File: src/rtl/tracking_arbiter_pkg.sv
// Shared definitions for the tracking-loop arbiter.
//   - arb_state_e : arbiter FSM encoding (idle / issue / wait-for-engine)
//   - chan_idx_w  : channel-index width, never narrower than one bit
//   - payload_t   : packed channel-history layout (i2q2 E/P/L, iq/i/q prompt, w_df, w_df_dot)
//   - result_t    : packed tracking-result layout
package tracking_arbiter_pkg;

    typedef enum logic [1:0] {
        StIdle  = 2'd0,
        StIssue = 2'd1,
        StWait  = 2'd2
    } arb_state_e;

    function automatic int unsigned chan_idx_w(input int unsigned n);
        return (n > 1) ? $clog2(n) : 1;
    endfunction

    // Field layout of the default 128-bit channel history, MSB first.
    typedef struct packed {
        logic [15:0] i2q2_early;
        logic [15:0] i2q2_prompt;
        logic [15:0] i2q2_late;
        logic [15:0] iq_prompt;
        logic [15:0] i_prompt;
        logic [15:0] q_prompt;
        logic [15:0] w_df;
        logic [15:0] w_df_dot;
    } payload_t;

    // Field layout of the default 96-bit tracking result, MSB first.
    typedef struct packed {
        logic [15:0] iq_prompt_k;
        logic [23:0] doppler_inc_kp1;
        logic [15:0] w_df_kp1;
        logic [15:0] w_df_dot_kp1;
        logic [23:0] ca_dphi_kp1;
    } result_t;

endpackage

File: src/rtl/tracking_arbiter_rr_arbiter.sv
// Combinational round-robin selector.
//   pending_i    : request vector
//   last_grant_i : channel granted most recently
//   grant_o      : first requesting channel scanning upward from last_grant_i+1 (wrapping)
//   any_req_o    : at least one request present
module tracking_arbiter_rr_arbiter
    import tracking_arbiter_pkg::*;
#(
    parameter int unsigned NUM_CHANNELS = 4
) (
    input  logic [NUM_CHANNELS-1:0]             pending_i,
    input  logic [chan_idx_w(NUM_CHANNELS)-1:0] last_grant_i,
    output logic [chan_idx_w(NUM_CHANNELS)-1:0] grant_o,
    output logic                                any_req_o
);

    localparam int unsigned IdxW = chan_idx_w(NUM_CHANNELS);

    int unsigned            idx;
    logic [IdxW-1:0]        cand;

    // Walk offsets from farthest to nearest so the nearest requester is written last.
    always_comb begin
        grant_o   = '0;
        any_req_o = 1'b0;
        idx       = 0;
        cand      = '0;
        for (int unsigned k = NUM_CHANNELS; k >= 1; k--) begin
            idx  = (32'(last_grant_i) + k) % NUM_CHANNELS;
            cand = IdxW'(idx);
            if (pending_i[cand]) begin
                grant_o   = cand;
                any_req_o = 1'b1;
            end
        end
    end

endmodule

File: src/rtl/tracking_arbiter.sv
// Shares one tracking-loop engine among NUM_CHANNELS correlator channels.
//   clk, reset   : clock, synchronous active-high reset
//   ch_enable    : per-channel enable; clearing it drops a pending request
//   ch_valid     : per-channel request strobe
//   ch_payload   : flattened channel histories, channel i at [i*PAYLOAD_W +: PAYLOAD_W]
//   eng_start    : one-cycle engine start strobe
//   eng_payload  : history of the channel in service, held until the next start
//   eng_chan     : index of the channel in service
//   eng_ready    : engine completion strobe, eng_result valid with it
//   res_valid    : one-hot registered result strobe to the owning channel
//   res_data     : registered result data
//   overrun      : sticky; unserved request overwritten by a newer one
//   timeout_err  : sticky; engine did not finish within TIMEOUT cycles
//   busy         : a job is being issued or awaited
module tracking_arbiter
    import tracking_arbiter_pkg::*;
#(
    parameter int unsigned NUM_CHANNELS = 4,
    parameter int unsigned PAYLOAD_W    = 128,
    parameter int unsigned RESULT_W     = 96,
    parameter int unsigned TIMEOUT      = 1024
) (
    input  logic                                clk,
    input  logic                                reset,
    input  logic [NUM_CHANNELS-1:0]             ch_enable,
    input  logic [NUM_CHANNELS-1:0]             ch_valid,
    input  logic [NUM_CHANNELS*PAYLOAD_W-1:0]   ch_payload,
    output logic                                eng_start,
    output logic [PAYLOAD_W-1:0]                eng_payload,
    output logic [chan_idx_w(NUM_CHANNELS)-1:0] eng_chan,
    input  logic                                eng_ready,
    input  logic [RESULT_W-1:0]                 eng_result,
    output logic [NUM_CHANNELS-1:0]             res_valid,
    output logic [RESULT_W-1:0]                 res_data,
    output logic [NUM_CHANNELS-1:0]             overrun,
    output logic                                timeout_err,
    output logic                                busy
);

    localparam int unsigned CHAN_IDX_W = chan_idx_w(NUM_CHANNELS);
    localparam int unsigned TIMER_W    = $clog2(TIMEOUT + 1);

    arb_state_e              state_q, state_d;
    logic [CHAN_IDX_W-1:0]   sel_q, sel_d;
    logic [CHAN_IDX_W-1:0]   last_grant_q, last_grant_d;
    logic [CHAN_IDX_W-1:0]   grant;
    logic                    any_req;
    logic [TIMER_W-1:0]      timer_q, timer_d;
    logic [NUM_CHANNELS-1:0] pending_q, pending_d;
    logic [NUM_CHANNELS-1:0] overrun_q, overrun_d;
    logic [NUM_CHANNELS-1:0] res_valid_q, res_valid_d;
    logic [NUM_CHANNELS-1:0] capture;
    logic [NUM_CHANNELS-1:0] issue_oh;
    logic [PAYLOAD_W-1:0]    holding_q [NUM_CHANNELS];
    logic [PAYLOAD_W-1:0]    holding_d [NUM_CHANNELS];
    logic [PAYLOAD_W-1:0]    eng_payload_q, eng_payload_d;
    logic [RESULT_W-1:0]     res_data_q, res_data_d;
    logic                    timeout_err_q, timeout_err_d;

    assign capture = ch_valid & ch_enable;

    always_comb begin
        issue_oh = '0;
        if (state_q == StIssue) begin
            issue_oh[sel_q] = 1'b1;
        end
    end

    // Disabled channels are masked so a request dropped this cycle cannot win.
    tracking_arbiter_rr_arbiter #(
        .NUM_CHANNELS (NUM_CHANNELS)
    ) u_rr (
        .pending_i    (pending_q & ch_enable),
        .last_grant_i (last_grant_q),
        .grant_o      (grant),
        .any_req_o    (any_req)
    );

    // Per-channel holding registers and pending/overrun flags.
    always_comb begin
        pending_d = pending_q;
        overrun_d = overrun_q;
        holding_d = holding_q;
        for (int i = 0; i < NUM_CHANNELS; i++) begin
            if (!ch_enable[i]) begin
                pending_d[i] = 1'b0;
            end else if (capture[i]) begin
                holding_d[i] = ch_payload[i*PAYLOAD_W +: PAYLOAD_W];
                pending_d[i] = 1'b1;
                // A request landing in its own issue cycle is a fresh one, not an overwrite.
                if (pending_q[i] && !issue_oh[i]) begin
                    overrun_d[i] = 1'b1;
                end
            end else if (issue_oh[i]) begin
                pending_d[i] = 1'b0;
            end
        end
    end

    // Timer holds the ordinal of the current engine cycle: 1 in the start cycle.
    always_comb begin
        state_d       = state_q;
        sel_d         = sel_q;
        last_grant_d  = last_grant_q;
        timer_d       = timer_q;
        eng_payload_d = eng_payload_q;
        res_valid_d   = '0;
        res_data_d    = res_data_q;
        timeout_err_d = timeout_err_q;
        unique case (state_q)
            StIdle: begin
                if (any_req) begin
                    sel_d        = grant;
                    last_grant_d = grant;
                    timer_d      = TIMER_W'(1);
                    state_d      = StIssue;
                end
            end
            StIssue: begin
                eng_payload_d = holding_q[sel_q];
                timer_d       = timer_q + TIMER_W'(1);
                state_d       = StWait;
            end
            StWait: begin
                if (eng_ready) begin
                    res_valid_d[sel_q] = 1'b1;
                    res_data_d         = eng_result;
                    state_d            = StIdle;
                end else if (timer_q == TIMER_W'(TIMEOUT)) begin
                    timeout_err_d = 1'b1;
                    state_d       = StIdle;
                end else begin
                    timer_d = timer_q + TIMER_W'(1);
                end
            end
            default: begin
                state_d = StIdle;
            end
        endcase
    end

    always_ff @(posedge clk) begin
        if (reset) begin
            state_q       <= StIdle;
            sel_q         <= '0;
            last_grant_q  <= CHAN_IDX_W'(NUM_CHANNELS - 1);
            timer_q       <= '0;
            pending_q     <= '0;
            overrun_q     <= '0;
            holding_q     <= '{default: '0};
            eng_payload_q <= '0;
            res_valid_q   <= '0;
            res_data_q    <= '0;
            timeout_err_q <= 1'b0;
        end else begin
            state_q       <= state_d;
            sel_q         <= sel_d;
            last_grant_q  <= last_grant_d;
            timer_q       <= timer_d;
            pending_q     <= pending_d;
            overrun_q     <= overrun_d;
            holding_q     <= holding_d;
            eng_payload_q <= eng_payload_d;
            res_valid_q   <= res_valid_d;
            res_data_q    <= res_data_d;
            timeout_err_q <= timeout_err_d;
        end
    end

    assign eng_start   = (state_q == StIssue);
    assign eng_payload = (state_q == StIssue) ? holding_q[sel_q] : eng_payload_q;
    assign eng_chan    = sel_q;
    assign res_valid   = res_valid_q;
    assign res_data    = res_data_q;
    assign overrun     = overrun_q;
    assign timeout_err = timeout_err_q;
    assign busy        = (state_q != StIdle);

endmodule

File: config.mk
export PLATFORM = sky130hd
export DESIGN_NAME = tracking_arbiter
export DESIGN_NICKNAME = d
export VERILOG_FILES = /design/src/rtl/tracking_arbiter_pkg.sv /design/src/rtl/tracking_arbiter_rr_arbiter.sv /design/src/rtl/tracking_arbiter.sv
export SDC_FILE = /design/constraint.sdc
export NUM_CORES = 2
export LEC_CHECK = 0
export BUFFER_PORTS_ARGS = -buffer_cell sky130_fd_sc_hd__buf_2
export CAP_MARGIN = 0
export CELL_PAD_IN_SITES_DETAIL_PLACEMENT = 1
export CELL_PAD_IN_SITES_GLOBAL_PLACEMENT = 1
export CORE_AREA = 2 2 330 332
export CTS_CLUSTER_SIZE = 8
export DETAILED_ROUTE_END_ITERATION = 10
export DIE_AREA = 0 0 332 334
export GPL_TIMING_DRIVEN = 0
export MAX_ROUTING_LAYER = met4
export PLACE_DENSITY_LB_ADDON = 0.3
export SLEW_MARGIN = 15
export SYNTH_ARGS = -nofsm -noshare
export SYNTH_HDL_FRONTEND = slang
export SYNTH_SLANG_ARGS = --single-unit
File: constraint.sdc
create_clock -name clk -period 2.45 [get_ports clk]
set_input_delay 0.1225 -clock clk [delete_from_list [all_inputs] [get_ports clk]]
set_output_delay 0.1225 -clock clk [all_outputs]
set_load 0.1 [all_outputs]
==> impl_metrics.ini <==
[status]
status = complete, but fails checks
violations = negative setup slack

[clock_tree]
clkTransAtPathRegs_ps = 50
cts_max_path_buffers = 3
h-tree-depth = 3
cts.sinks = 766
cts_tree = built
cts_buffers = 106
clock_latency_ps = 690
cts_root_buf = clkbuf_16

[die]
die_y_um = 334
rows = 121
die_w_um = 332
start_util_pct = 28.0
core_sq_um = 108000
dieArea_sq_um = 111000
ios = 856

[place]
placed_cell_area_sq_um = 36300
routabilityCongestion = 0.848
io_buffers = 854
hpwl_mm = 110
place_inst = 5659

[timing]
period_needed_ps = 2620
setup_slack_ps = -174
final_max_slew_viol_count = 0
fin_tns_setup_ps = -14530
skew_ps = 34.9
timing.final.crit_share_pct = 107
finalHoldViolCount = 0
max_freq_ghz = 0.381
max_slew_margin_pct = 26.8
worst_slew_pin_slew_ps = 1100
rsz0062_at_grt = yes
setup_viol = 128

[synth]
dominantRegCellSynth = dfxtp_1
synthesis.nets = 4013
seq_area_frac_synth_pct = 50.8
avgSynthCellArea_sq_um = 8.90
ys_warn_count = 0
netlist_instances = 3388
synth_edf_count = 0
syn-cell-area_sq_um = 30200
synth.distinct_cells = 43
ys_ff_latch = 766
async_reset_ff_share_pct = 0

[route]
drt.antenna.violating_nets = 0
post-route-drc-count = 0
drt_iter0_drc = 1615
vias = 32400
routed_wl_mm = 165
wl_per_cell_um = 25.6
dr.pass1.iters = 5
post_drt_via_cell_ratio = 5.03

[power]
irDropWorstVdd_uv = 641
total_leakage_power_nw = 19.4
p_per_area_nw_per_um2 = 676
power.total_w = 0.0328

[worst_setup_path]
endpoint_kind = output pin
critPathMaxFanout = 6
cp-start-kind = flop
cp.arrival_ps = 2500
cp.required_ps = 2330
worstSetupPathType = flop to output pin

[finish]
final_area_sq_um = 48600
nNetsFinal = 5620
fin_cells = 6456
areaGrowthSynthToFinish_pct = 61.0
final_core_util_pct = 45.1
final_layout_size_suffix_gt1_share_pct = 26.5

[global_routing]
grt_use_total_pct = 29.3
grt_pass1_vias = 35300
globalRoute.totalOverflow = 0
grt_pass1_wl_mm = 234
antenna_found_initial = 34
grt_start_max_net_pins = 17

[flow_run]
cap_violations = 0

[worst_hold_path]
hp-class = primary input to flop
-- per-stage QoR --
step           hold WS, ps  worst slack [ps]
5_1_grt                200              -258
3_5_place_dp           371              -674
4_1_cts                151              -223
3_3_place_gp           365              -832
6_report               220              -174
2_1_floorplan          256              4.07
-- Yosys cell counts (all sizes together) (2+ instances only) --
cell | number | area share, %
a21oi | 620 | 10
a31oi | 6 | 0.12
a32o | 9 | 0.30
and2 | 134 | 2.8
and3 | 4 | 0.10
and4 | 4 | 0.12
buf | 68 | 1.2
clkbuf | 200 | 2.5
dfxtp | 766 | 51
ha | 6 | 0.25
inv | 11 | 0.14
mux2 | 128 | 5.0
mux4 | 129 | 9.6
nand2 | 1244 | 15
nand2b | 2 | 0.041
nand3 | 7 | 0.12
nand4 | 2 | 0.041
nor2 | 10 | 0.12
nor3 | 3 | 0.050
nor3b | 4 | 0.10
nor4 | 4 | 0.083
nor4b | 2 | 0.058
o211a | 3 | 0.10
o21ai | 11 | 0.18
o311ai | 2 | 0.058
-- sequential cells by signal, summed over array words and instances, names as in the netlist --
| name | count |
|---|---|
| eng_payload_q | 128 |
| pending_q | 4 |
| overrun | 4 |
| res_valid | 4 |
| state_q | 2 |
| holding_q | 512 |
| timeout_err | 1 |
| res_data | 96 |
| timer_q | 11 |
| last_grant_q | 2 |
| eng_chan | 2 |
-- area by class of cell --
| class | count | area [sq um] |
|---|---|---|
| Tap cell | 1414 | 1770 |
| Clock inverter | 7 | 158 |
| Sequential cell | 766 | 15300 |
| Inverter | 11 | 41.3 |
| Antenna cell | 32 | 80.1 |
| Multi-Input combinational cell | 2343 | 14100 |
| Clock buffer | 116 | 2700 |
| Buffer | 266 | 1590 |
| Timing Repair Buffer | 1501 | 12800 |
| Fill cell | 12400 | 59200 |
-- report_power, final --
part	switching [W]	total [W]	internal (W)
combinational	0.00354	0.00615	0.00260
clock	0.00573	0.0134	0.00771
sequential	0.000273	0.0132	0.0130
total	0.00955	0.0328	0.0233
-- final timing paths --
check | start | to | slack (ps) | depth (start not counted)
setup reg to reg | state_q[0]$_SDFFE_PP0P_ | res_data[57]$_SDFFE_PP0P_ | 80 | 7
hold / removal | ch_payload[318] | holding_q[190]$_SDFFE_PP0P_ | 220 | 4
hold reg to reg | res_data[3]$_SDFFE_PP0P_ | res_data[3]$_SDFFE_PP0P_ | 450 | 2
setup / recovery | eng_chan[1]$_SDFFE_PP0P_ | eng_payload[112] | -170 | 6
-- cell usage in the layout, fill, tap and decap left out, types with 3 or more instances in the layout --
| cell | n |
|---|---|
| a31oi_1 | 6 |
| nor3_1 | 3 |
| and3_1 | 3 |
| buf_2 | 728 |
| a21oi_1 | 620 |
| clkbuf_16 | 110 |
| a32o_1 | 9 |
| nor4_1 | 4 |
| nor2_1 | 10 |
| buf_8 | 5 |
| nand2_1 | 1243 |
| clkbuf_8 | 7 |
| buf_1 | 28 |
| mux4_2 | 129 |
| buf_12 | 143 |
| buf_4 | 14 |
| mux2_4 | 119 |
| inv_1 | 11 |
| o21ai_0 | 9 |
| clkbuf_1 | 182 |
| and4_1 | 3 |
| dfxtp_1 | 763 |
| clkbuf_2 | 17 |
| ha_1 | 5 |
| buf_16 | 8 |
| o211a_1 | 3 |
| diode_2 | 32 |
| clkinv_16 | 4 |
| and2_1 | 134 |
| nand3_1 | 7 |
| mux2_2 | 9 |
| nor3b_1 | 4 |
| buf_6 | 19 |
| dlygate4sd3_1 | 619 |
-- worst max-delay path, stage by stage (launching register included) --
cell and delay (ps):
dfxtp_4 350, buf_12 130, buf_12 150, buf_16 190, mux4_2 520, mux2_4 300, buf_12 170
-- kinds of logic (layout without fill, tap and decap cells) --
| group | Yosys count | in the layout | synth area share (%) |
|---|---|---|---|
| and+or+nand+nor | 1421 | 1421 | 19.1 |
| DFF | 766 | 766 | 50.8 |
| AOI/OAI and AO/OA | 658 | 658 | 11.3 |
| buffers and inverters | 279 | 1901 | 3.80 |
| muxes | 258 | 258 | 14.7 |
| adders and majority gates | 6 | 6 | 0.249 |
| other | 0 | 32 | 0 |
-- what timing repair did --
action                                  CTS  global route
hold buffers                            619             0
endpoints found under the setup margin  270           149
pin swaps                                 0             0
setup buffers                            13             4
resized for setup                       654            86
cloned                                    4             4
endpoints found under the hold margin   617             0
-- per-layer routing --
| metal | vias up | GRT usage [%] | wire (um) |
|---|---|---|---|
| li1 | 14500 | - | - |
| met1 | 16000 | 31.9 | 63200 |
| met2 | 1371 | 49.7 | 81600 |
| met3 | 561 | 4.96 | 8400 |
| met4 | 0 | 19.0 | 12200 |
| met5 | - | - | 0 |
No activity file was read; power rests on OpenSTA's default activity.
